**config.mk**
```make
export PLATFORM = sky130hd
export DESIGN_NAME = pwm_shadow_bank
export DESIGN_NICKNAME = d
export VERILOG_FILES = /design/src/rtl/pwm_pkg.sv /design/src/rtl/pwm_compare_ch.sv /design/src/rtl/pwm_shadow_bank.sv
export SDC_FILE = /design/constraint.sdc
export NUM_CORES = 1
export LEC_CHECK = 0
export BUFFER_PORTS_ARGS = -buffer_cell sky130_fd_sc_hd__buf_2
export CAP_MARGIN = 20
export CORE_UTILIZATION = 30
export CTS_CLUSTER_DIAMETER = 100
export DETAILED_ROUTE_END_ITERATION = 12
export GPL_ROUTABILITY_DRIVEN = 0
export HOLD_SLACK_MARGIN = 0.06
export PLACE_DENSITY = 0.56
export SYNTH_ARGS = -nofsm -noshare
export SYNTH_HDL_FRONTEND = slang
export SYNTH_SLANG_ARGS = --single-unit
export TNS_END_PERCENT = 5
```
**constraint.sdc**
```tcl
create_clock -name clk -period 2.5 [get_ports clk]
set_input_delay 0.5 -clock clk [delete_from_list [all_inputs] [get_ports clk]]
set_output_delay 0.5 -clock clk [all_outputs]
set_load 0.02 [all_outputs]
```
**src/rtl/pwm_pkg.sv**
```systemverilog
// ---------------------------------------------------------------------------
// pwm_pkg
// Shared definitions for the double-buffered PWM bank.
//   PWM_WIDTH_DEFAULT    : default counter/period/duty width
//   PWM_ADDR_PERIOD_OFS  : period staging address, relative to CHANNELS
//   PWM_ADDR_POL_OFS     : polarity staging address, relative to CHANNELS
//   pwm_addr_w()         : staging address width for a given channel count
// ---------------------------------------------------------------------------
package pwm_pkg;

    localparam int PWM_WIDTH_DEFAULT   = 16;
    localparam int PWM_ADDR_PERIOD_OFS = 0;
    localparam int PWM_ADDR_POL_OFS    = 1;

    // Duty slots 0..CHANNELS-1 plus the period and polarity slots.
    function automatic int pwm_addr_w(input int channels);
        return $clog2(channels + 2);
    endfunction

endpackage

```
**src/rtl/pwm_compare_ch.sv**
```systemverilog
// ---------------------------------------------------------------------------
// pwm_compare_ch
// One PWM channel: holds the active duty register (and the active polarity
// bit when PWM_SHADOW_POLARITY_EN is defined) and compares it against the
// shared counter.
// Ports:
//   clk, rst_n     : clock, asynchronous active-low reset
//   load_i         : copy staging values into the active registers
//   run_i          : counter running; output forced low when 0
//   cnt_i          : shared period counter
//   duty_stage_i   : staging duty value for this channel
//   pol_stage_i    : staging polarity bit (only with PWM_SHADOW_POLARITY_EN)
//   pwm_o          : PWM output
// ---------------------------------------------------------------------------
module pwm_compare_ch
    import pwm_pkg::*;
#(
    parameter int WIDTH = PWM_WIDTH_DEFAULT
) (
    input  logic             clk,
    input  logic             rst_n,
    input  logic             load_i,
    input  logic             run_i,
    input  logic [WIDTH-1:0] cnt_i,
    input  logic [WIDTH-1:0] duty_stage_i,
`ifdef PWM_SHADOW_POLARITY_EN
    input  logic             pol_stage_i,
`endif
    output logic             pwm_o
);

    logic [WIDTH-1:0] duty_a_q;
    logic             pol_a;

    // Active duty only changes on a load, so a period never mixes values.
    always_ff @(posedge clk or negedge rst_n) begin
        if (!rst_n) begin
            duty_a_q <= '0;
        end else if (load_i) begin
            duty_a_q <= duty_stage_i;
        end
    end

`ifdef PWM_SHADOW_POLARITY_EN
    logic pol_a_q;

    always_ff @(posedge clk or negedge rst_n) begin
        if (!rst_n) begin
            pol_a_q <= 1'b0;
        end else if (load_i) begin
            pol_a_q <= pol_stage_i;
        end
    end

    assign pol_a = pol_a_q;
`else
    assign pol_a = 1'b0;
`endif

    // Unsigned compare: duty 0 never active, duty above period always active.
    assign pwm_o = run_i & ((cnt_i < duty_a_q) ^ pol_a);

endmodule

```
**src/rtl/pwm_shadow_bank.sv**
```systemverilog
// ---------------------------------------------------------------------------
// pwm_shadow_bank
// Multi-channel PWM generator with double-buffered period, duty and
// polarity. Writes land in staging registers; a commit arms a reload that is
// applied atomically on the next counter rollover (or at once when idle).
// Optional feature macro: PWM_SHADOW_POLARITY_EN (per-channel polarity).
// Ports:
//   clk, rst_n  : clock, asynchronous active-low reset
//   en          : run request, registered into run_q
//   wr_en       : staging write strobe
//   wr_addr     : 0..CHANNELS-1 duty, CHANNELS period, CHANNELS+1 polarity
//   wr_data     : staging write data (polarity in bits [CHANNELS-1:0])
//   commit      : arm a staging-to-active reload
//   pending     : reload armed but not yet applied
//   rollover    : last count of the current period
//   cnt         : current counter value
//   pwm_out     : PWM outputs, one per channel
// ---------------------------------------------------------------------------
module pwm_shadow_bank
    import pwm_pkg::*;
#(
    parameter int WIDTH    = PWM_WIDTH_DEFAULT,
    parameter int CHANNELS = 4,
    parameter int ADDR_W   = pwm_addr_w(CHANNELS)
) (
    input  logic                clk,
    input  logic                rst_n,
    input  logic                en,
    input  logic                wr_en,
    input  logic [ADDR_W-1:0]   wr_addr,
    input  logic [WIDTH-1:0]    wr_data,
    input  logic                commit,
    output logic                pending,
    output logic                rollover,
    output logic [WIDTH-1:0]    cnt,
    output logic [CHANNELS-1:0] pwm_out
);

    localparam logic [ADDR_W-1:0] ADDR_PERIOD = ADDR_W'(CHANNELS + PWM_ADDR_PERIOD_OFS);

    logic             run_q;
    logic [WIDTH-1:0] cnt_q;
    logic [WIDTH-1:0] cnt_d;
    logic             pending_q;
    logic             pending_d;
    logic [WIDTH-1:0] period_s_q;
    logic [WIDTH-1:0] period_a_q;
    logic [WIDTH-1:0] duty_s_q [CHANNELS];
    logic             load;

    assign rollover = run_q && (cnt_q == period_a_q);

    // A load needs an armed (or just-arriving) commit and a safe point:
    // the end of a period while running, or any cycle while idle.
    assign load = (pending_q | commit) & (rollover | ~run_q);

    // Counter wraps after period_a; idle holds it at zero.
    always_comb begin
        cnt_d     = cnt_q + WIDTH'(1);
        pending_d = pending_q | commit;
        if (!run_q || rollover) begin
            cnt_d = '0;
        end
        if (load) begin
            pending_d = 1'b0;
        end
    end

    // Run flag, counter, pending flag and active period.
    always_ff @(posedge clk or negedge rst_n) begin
        if (!rst_n) begin
            run_q      <= 1'b0;
            cnt_q      <= '0;
            pending_q  <= 1'b0;
            period_a_q <= '0;
        end else begin
            run_q     <= en;
            cnt_q     <= cnt_d;
            pending_q <= pending_d;
            if (load) begin
                period_a_q <= period_s_q;
            end
        end
    end

    // Staging writes; the active copies sample the pre-write values on a
    // load edge because both update on the same clock.
    always_ff @(posedge clk or negedge rst_n) begin
        if (!rst_n) begin
            period_s_q <= '0;
            for (int i = 0; i < CHANNELS; i++) begin
                duty_s_q[i] <= '0;
            end
        end else if (wr_en) begin
            if (wr_addr == ADDR_PERIOD) begin
                period_s_q <= wr_data;
            end
            for (int i = 0; i < CHANNELS; i++) begin
                if (wr_addr == ADDR_W'(i)) begin
                    duty_s_q[i] <= wr_data;
                end
            end
        end
    end

`ifdef PWM_SHADOW_POLARITY_EN
    localparam logic [ADDR_W-1:0] ADDR_POL = ADDR_W'(CHANNELS + PWM_ADDR_POL_OFS);

    logic [CHANNELS-1:0] pol_s_q;

    always_ff @(posedge clk or negedge rst_n) begin
        if (!rst_n) begin
            pol_s_q <= '0;
        end else if (wr_en && (wr_addr == ADDR_POL)) begin
            pol_s_q <= wr_data[CHANNELS-1:0];
        end
    end
`endif

    for (genvar g = 0; g < CHANNELS; g++) begin : g_ch
        pwm_compare_ch #(
            .WIDTH(WIDTH)
        ) u_ch (
            .clk          (clk),
            .rst_n        (rst_n),
            .load_i       (load),
            .run_i        (run_q),
            .cnt_i        (cnt_q),
            .duty_stage_i (duty_s_q[g]),
`ifdef PWM_SHADOW_POLARITY_EN
            .pol_stage_i  (pol_s_q[g]),
`endif
            .pwm_o        (pwm_out[g])
        );
    end

    assign pending = pending_q;
    assign cnt     = cnt_q;

endmodule

```
==> results.py, run 1 <==
metrics = {
    "outcome": {
        "status": "finished, violations left",
        "violations": "negative setup slack",
    },
    "global_route": {
        "grt_pass1_vias": 5348,
        "grt_pass1_wl_microns": 31600,
        "antenna_found_initial": 0,
        "track_usage_pct": 14.6,
        "overflow": 0,
        "grt_max_degree": 50,
    },
    "clock_network": {
        "clkTransAtPathRegs_ns": 0.07,
        "clk_latency_ns": 0.43,
        "cts.sinks": 178,
        "htreeDepth": 4,
        "cts_buffer_depth": 2,
        "cts_root_buffer": "clkbuf_16",
        "tritoncts": "done",
        "cts_buffers": 17,
    },
    "timing": {
        "fin_crit_sh_pct": 106,
        "hold_viol_final": 0,
        "maxSlewHeadroom_pct": 67.5,
        "clock_skew_ns": 0.0127,
        "maxSlewViolCount": 0,
        "rsz0062_at_grt": "yes",
        "fmax_mhz": 379,
        "worst_pin_slew_ns": 0.487,
        "finalWorstSetupSlack_ns": -0.139,
        "min_period_ns": 2.64,
        "setup_viol": 5,
    },
    "synthesis": {
        "synthTopCellsByCount": "178 x dfrtp_1, 107 x mux2_2, 61 x ha_1, 61 x inv_1, 53 x mux2_1",
        "async_reset_ff_share_pct": 100,
        "synth_area_leaders": "dfrtp_1 53%, mux2_2 14%, ha_1 9.0%",
        "yosysMostFrequentCell": "dfrtp_1",
        "ys_types": 32,
        "synth_top_area_share_pct": 52.7,
        "syn_area_sq_um": 8460,
        "syn_nets": 734,
        "synth-seq-area-share_pct": 52.7,
        "synth_seq_cells": 178,
        "postSynthCellCount": 649,
        "yosysTopAreaCell": "dfrtp_1",
        "synth_flop_cell": "dfrtp_1",
        "synth_warnings": 0,
        "syn_avg_cell_area_sq_um": 13.0,
        "synth-edff-count": 0,
    },
    "floorplanning": {
        "rows": 61,
        "start_util_pct": 30.4,
        "core_area_sq_um": 27800,
        "die_w_microns": 170,
        "ios": 46,
        "die_area_sq_um": 28900,
        "die_h_microns": 170,
    },
    "critical_path": {
        "worstPathRequired_ns": 2.00,
        "path_cells": "buf_6 -> ha_4 -> a21oi_2 -> o21ai_2 -> a211oi_2 -> o21ai_4 -> a21oi_2 -> buf_4",
        "cp_slowest_cell": "dfrtp_1",
        "worstSetupPathType": "reg -> out",
        "cp_common_cell": "a21oi_2",
        "critPathBufInv": 2,
        "path_delay_family": "compound AO/OA/AOI/OAI gates",
        "critical_path.max_fanout": 4,
        "crit_arrival_ns": 2.14,
        "cpPeakStageDelay_ns": 0.42,
        "crit_path_start_kind": "flip-flop",
        "endpoint_kind": "output pin",
    },
    "cells_and_area": {
        "multi_input_area_sq_um": 3970,
        "layout-drive-gt1-share_pct": 38.7,
        "area_growth_pct": 23.6,
        "final_nets": 827,
        "antenna_cells": 0,
        "utilization_pct": 37.6,
        "nFillCells": 2747,
        "regArea_sq_um": 4460,
    },
    "drt": {
        "totalWireLength_microns": 19800,
        "avgViaCountPerCell": 4.55,
        "drt_iter0_drc": 147,
        "ant_nets": 0,
        "drt_pass1_iterations": 4,
        "drc": 0,
        "routedWlPerCell_microns": 17.5,
        "vias": 5154,
    },
    "run": {
        "max_cap_viol_count": 0,
    },
    "place": {
        "dp_hpwl_microns": 13200,
        "io_buffers": 45,
        "pre_cts_ws_ns": -0.175,
    },
    "pwr": {
        "power.total_mw": 8.39,
        "power_density_nw_per_um2": 803,
        "power_leakage_nw": 4.87,
        "ir_worst_vdd_mv": 0.422,
    },
    "min_path": {
        "hold_path.class": "in -> reg",
    },
}
==> cells by family after synthesis <==
kind of cell	after synthesis	synth area share [%]
AOI/OAI and AO/OA	57	4.45
xor gates and xnor gates	30	3.11
adders and majority gates	61	9.03
buffers and inverters	84	4.65
DFF	178	52.7
muxes	160	21.3
and+or+nand+nor	79	4.78
==> placed cells by master, fill, tap and decap left out, types with 5 or more instances in the layout <==
| cell type | Yosys | layout |
|---|---|---|
| mux2_2 | 107 | 107 |
| xor2_1 | 27 | 27 |
| mux2_1 | 53 | 53 |
| ha_4 | 0 | 17 |
| a21o_1 | 8 | 8 |
| nor2_1 | 25 | 23 |
| a21oi_2 | 0 | 14 |
| dfrtp_2 | 0 | 5 |
| nand4_1 | 7 | 7 |
| o21ai_2 | 0 | 7 |
| nand3_1 | 8 | 8 |
| ha_1 | 61 | 41 |
| buf_6 | 8 | 6 |
| nor2b_1 | 5 | 5 |
| buf_2 | 2 | 40 |
| clkbuf_16 | 0 | 17 |
| inv_1 | 61 | 61 |
| nand2_1 | 14 | 14 |
| dfrtp_1 | 178 | 173 |
| buf_4 | 4 | 44 |
| buf_12 | 0 | 6 |
==> per-stage QoR <==
step / std cells / area, sq um / hold WS, ns / TNS (ns)
2_1_floorplan: 649 / 8460 / 0.204 / 0
3_3_place_gp: 1086 / 9370 / 0.466 / -0.444
3_5_place_dp: 1086 / 9370 / 0.475 / -0.460
4_1_cts: 1129 / 10300 / 0.152 / -0.826
5_1_grt: 1133 / 10400 / 0.145 / -1.01
6_report: 1133 / 10400 / 0.169 / -0.521
==> timing repair <==
action	4_1_cts	5_1_grt
pin swaps	25	5
endpoints found under the setup margin	5	5
hold buffers	1	0
endpoints found under the hold margin	43	0
setup buffers	10	4
gates resized for setup	61	17
==> flip-flops by register name, summed over array words and instances, names as in the netlist <==
signal,cells
period_s_q,16
g_ch.u_ch.duty_a_q,64
pending,1
duty_s_q,64
period_a_q,16
cnt,16
run_q,1
==> final cells by class <==
class | instances | area share (%)
tap | 378 | 4.53
multi-input combinational | 387 | 38.0
clock inverter | 13 | 1.44
timing repair buffer | 97 | 6.97
clock buffer | 19 | 4.14
sequential | 178 | 42.7
inverter | 61 | 2.19
==> where the power goes <==
| part | internal [mW] | switching [mW] |
|---|---|---|
| combinational | 0.909 | 0.832 |
| clock | 1.49 | 1.19 |
| sequential | 3.59 | 0.380 |
| total | 5.99 | 2.40 |
==> worst register-to-register path, delay by kind of cell, from the launching register on <==
family                    cells  cell delay (ns)
AOI/OAI and AO/OA             1             0.21
xor gates and xnor gates      1             0.17
buffers and inverters         3             0.61
DFF                           1             0.41
muxes                         1             0.37
and+or+nand+nor               2             0.49
==> layer usage <==
| layer | GRT usage (%) | part of all wire [%] | vias up |
|---|---|---|---|
| met5 | 0 | 0 | - |
| met4 | 4.23 | 0.88 | 0 |
| met2 | 22.5 | 46 | 45 |
| li1 | - | - | 2461 |
| met3 | 2.58 | 2.2 | 10 |
| met1 | 21.0 | 50 | 2638 |
==> path summary, 6_finish.rpt <==
kind                            slack [ns]  cells past startpoint                     start                  endpoint
worst max-delay path                 -0.14                      8                   cnt[11]                pwm_out[0]
worst min-delay path                  0.17                      1                        en                     run_q
worst max register to register        0.12                      8                    cnt[9]  g_ch[0].u_ch.duty_a_q[4]
worst min register to register        0.48                      1  g_ch[2].u_ch.duty_a_q[1]  g_ch[2].u_ch.duty_a_q[1]
max in group asynchronous             1.19                      3                     rst_n               duty_s_q[5]
min in group asynchronous             0.60                      2                     rst_n              duty_s_q[53]
(Power assumes the default switching activity.)
==> run 2: changes to the inputs <==
--- a/config.mk
+++ b/config.mk
@@ -5,14 +5,15 @@
 export SDC_FILE = /design/constraint.sdc
 export NUM_CORES = 1
 export LEC_CHECK = 0
+export ABC_AREA = 1
 export BUFFER_PORTS_ARGS = -buffer_cell sky130_fd_sc_hd__buf_2
 export CAP_MARGIN = 20
-export CORE_UTILIZATION = 30
-export CTS_CLUSTER_DIAMETER = 100
+export CORE_UTILIZATION = 61
+export CTS_CLUSTER_DIAMETER = 120
 export DETAILED_ROUTE_END_ITERATION = 12
 export GPL_ROUTABILITY_DRIVEN = 0
 export HOLD_SLACK_MARGIN = 0.06
-export PLACE_DENSITY = 0.56
+export PLACE_DENSITY = 0.91
 export SYNTH_ARGS = -nofsm -noshare
 export SYNTH_HDL_FRONTEND = slang
 export SYNTH_SLANG_ARGS = --single-unit
==> run 2 against run 1 <==
Against the previous run:
- synthesized cell count is 61% higher
- clock-buffer cell count is 4 higher
- hold slack worse by 0.0060 ns
- die area shrank 49%
- worst setup slack worse by 0.067 ns
- clock power up 15%
- synthesized area up 3.2%
- clock skew fell by 0.0044 ns
- the run still ends with negative setup slack left
==> results.py, run 2 <==
metrics = {
    "outcome": {
        "status": "finished, violations left",
        "violations": "negative setup slack",
    },
    "drt": {
        "routedWlPerCell_microns": 21.0,
        "drc": 0,
        "totalWireLength_microns": 27000,
        "drt_iter0_drc": 1263,
        "ant_nets": 0,
        "drt_pass1_iterations": 10,
        "avgViaCountPerCell": 6.29,
        "vias": 8073,
    },
    "floorplanning": {
        "ios": 46,
        "start_util_pct": 62.6,
        "rows": 43,
        "core_area_sq_um": 13900,
        "die_area_sq_um": 14800,
        "die_w_microns": 122,
        "die_h_microns": 122,
    },
    "synthesis": {
        "yosysMostFrequentCell": "nand2_1",
        "synth_warnings": 0,
        "synth_seq_cells": 178,
        "ys_types": 23,
        "syn_area_sq_um": 8730,
        "yosysTopAreaCell": "dfrtp_1",
        "postSynthCellCount": 1047,
        "synth-seq-area-share_pct": 51.0,
        "async_reset_ff_share_pct": 100,
        "synth_top_area_share_pct": 51.0,
        "synthTopCellsByCount": "335 x nand2_1, 178 x dfrtp_1, 114 x inv_1",
        "syn_avg_cell_area_sq_um": 8.34,
        "syn_nets": 1132,
        "synth_area_leaders": "dfrtp_1 51%, nand2_1 14%, ha_1 8.7%",
        "synth_flop_cell": "dfrtp_1",
        "synth-edff-count": 0,
    },
    "clock_network": {
        "htreeDepth": 4,
        "cts_buffer_depth": 2,
        "cts.sinks": 178,
        "clk_latency_ns": 0.44,
        "tritoncts": "done",
        "clkTransAtPathRegs_ns": 0.06,
        "cts_root_buffer": "clkbuf_16",
        "cts_buffers": 17,
    },
    "critical_path": {
        "reg2reg_depth": 13,
        "critPathBufInv": 1,
        "path_cells": "ha_1 -> a21oi_1 -> o21ai_0 -> nand2_1 -> o2111ai_1 -> a21oi_2 -> buf_4",
        "reg2reg_from": "cnt[7]",
        "critical_path.max_fanout": 5,
        "regToRegSetupSlack_ns": 0.11,
        "crit_arrival_ns": 2.21,
        "crit_start": "cnt[9]",
        "crit_cells": 7,
        "cpPeakStageDelay_ns": 0.48,
        "reg2reg_to": "g_ch[0].u_ch.duty_a_q[14]",
        "endpoint_kind": "output pin",
        "path_delay_family": "compound AO/OA/AOI/OAI gates",
        "worstPathRequired_ns": 2.00,
        "cp-endpoint": "pwm_out[1]",
        "worstSetupPathType": "reg -> out",
        "crit_path_start_kind": "flip-flop",
        "cp_slowest_cell": "dfrtp_2",
    },
    "cells_and_area": {
        "antenna_cells": 0,
        "layout_commonest_cell": "nand2_1",
        "layout_common_cells": "334 x nand2_1, 164 x dfrtp_1, 114 x inv_1",
        "multi_input_area_sq_um": 3830,
        "regArea_sq_um": 4470,
        "nFillCells": 875,
        "layout-drive-gt1-share_pct": 14.1,
        "reg_top3": "duty_s_q (64), g_ch.u_ch.duty_a_q (64)",
        "area_growth_pct": 16.5,
        "final_nets": 1176,
    },
    "global_route": {
        "overflow": 0,
        "grt_max_degree": 81,
        "track_usage_pct": 36.6,
        "antenna_found_initial": 0,
        "grt_pass1_vias": 7653,
        "grt_pass1_wl_microns": 40500,
    },
    "timing": {
        "rsz0062_at_grt": "yes",
        "maxSlewHeadroom_pct": 54.3,
        "maxSlewViolCount": 0,
        "hold_viol_final": 0,
        "finalWorstSetupSlack_ns": -0.206,
        "fin_crit_sh_pct": 108,
        "fmax_mhz": 370,
        "worst_pin_slew_ns": 0.686,
        "setup_viol": 5,
        "min_period_ns": 2.71,
        "clock_skew_ns": 0.00827,
    },
    "pwr": {
        "power.total_mw": 9.01,
        "power_density_nw_per_um2": 886,
        "power_leakage_nw": 5.28,
        "ir_worst_vdd_mv": 0.600,
    },
    "place": {
        "pre_cts_ws_ns": 0.231,
        "io_buffers": 45,
        "dp_hpwl_microns": 14300,
    },
    "min_path": {
        "hold_path.class": "in -> reg",
        "hold_depth": 1,
    },
    "run": {
        "max_cap_viol_count": 0,
    },
}
-- run 2: cell types whose count changed in the layout (fill, tap and decap cells not counted), moves of 8 or more --
cell and delta:
inv_1 +53, a21oi_1 +21, buf_4 -23, dfrtp_1 -9, nand3_1 +80, nor3_1 +18
mux2_1 -53, o21ai_0 +86, nand2_1 +320, nor2_1 +17, a21o_1 -8, mux2_2 -107
xor2_1 -20, dfrtp_2 +9
-- run 2: final cells by class --
class                      count  share of cell area [%]
clock buffer                  23                    4.70
clock inverter                 8                    1.94
inverter                     121                    4.47
multi-input combinational    703                    37.7
sequential                   178                    44.0
tap                          180                    2.22
timing repair buffer          70                    5.00
-- run 2: worst min-delay path by stage --
stage	endpoint	start	slack, ns
final	run_q	en	0.16
after global routing	run_q	en	0.16
after CTS	run_q	en	0.16
after detailed placement	g_ch[3].u_ch.duty_a_q[10]	g_ch[3].u_ch.duty_a_q[10]	0.46
after global placement	g_ch[1].u_ch.duty_a_q[13]	g_ch[1].u_ch.duty_a_q[13]	0.45
after floorplan	cnt[0]	rst_n	0.20
-- run 2: layer usage --
metal,global-route usage (%),up-vias,wire [microns]
li1,-,3440,-
met1,47.3,3755,9740
met2,56.6,682,12200
met3,8.33,196,3100
met4,21.8,0,1940
met5,0,-,0
-- run 2: where the power goes --
| group | leakage (nW) | internal [mW] | switching [mW] |
|---|---|---|---|
| registers | 2.28 | 3.44 | 0.415 |
| clock network | 0.328 | 1.95 | 1.12 |
| logic | 2.67 | 0.725 | 1.35 |
-- run 2: timing repair --
| item | in CTS | in global routing |
|---|---|---|
| setup endpoints to repair | 5 | 5 |
| endpoints found under the hold margin | 25 | 0 |
| hold buffers | 1 | 0 |
| resized for setup | 38 | 21 |
| pin swaps | 14 | 9 |
| setup buffers | 6 | 2 |
-- run 2: per-stage QoR --
step	instance area, sq um	utilization (%)	cells	hold WS, ns	TNS [ns]
2_1_floorplan	8730	-	1047	0.204	0
3_3_place_gp	9130	65.5	1243	0.454	0
3_5_place_dp	9130	65.5	1243	0.459	0
4_1_cts	10000	72.1	1281	0.161	-0.210
5_1_grt	10200	72.9	1283	0.162	-0.764
6_report	10200	72.9	1283	0.163	-0.684
-- run 2: kinds of logic after synthesis --
group           share of synthesized area, %
simple gates                            23.6
flops                                   51.0
compound gates                          8.03
xor+xnor                               0.702
buf+inv                                 7.86
fa+ha+maj                               8.74
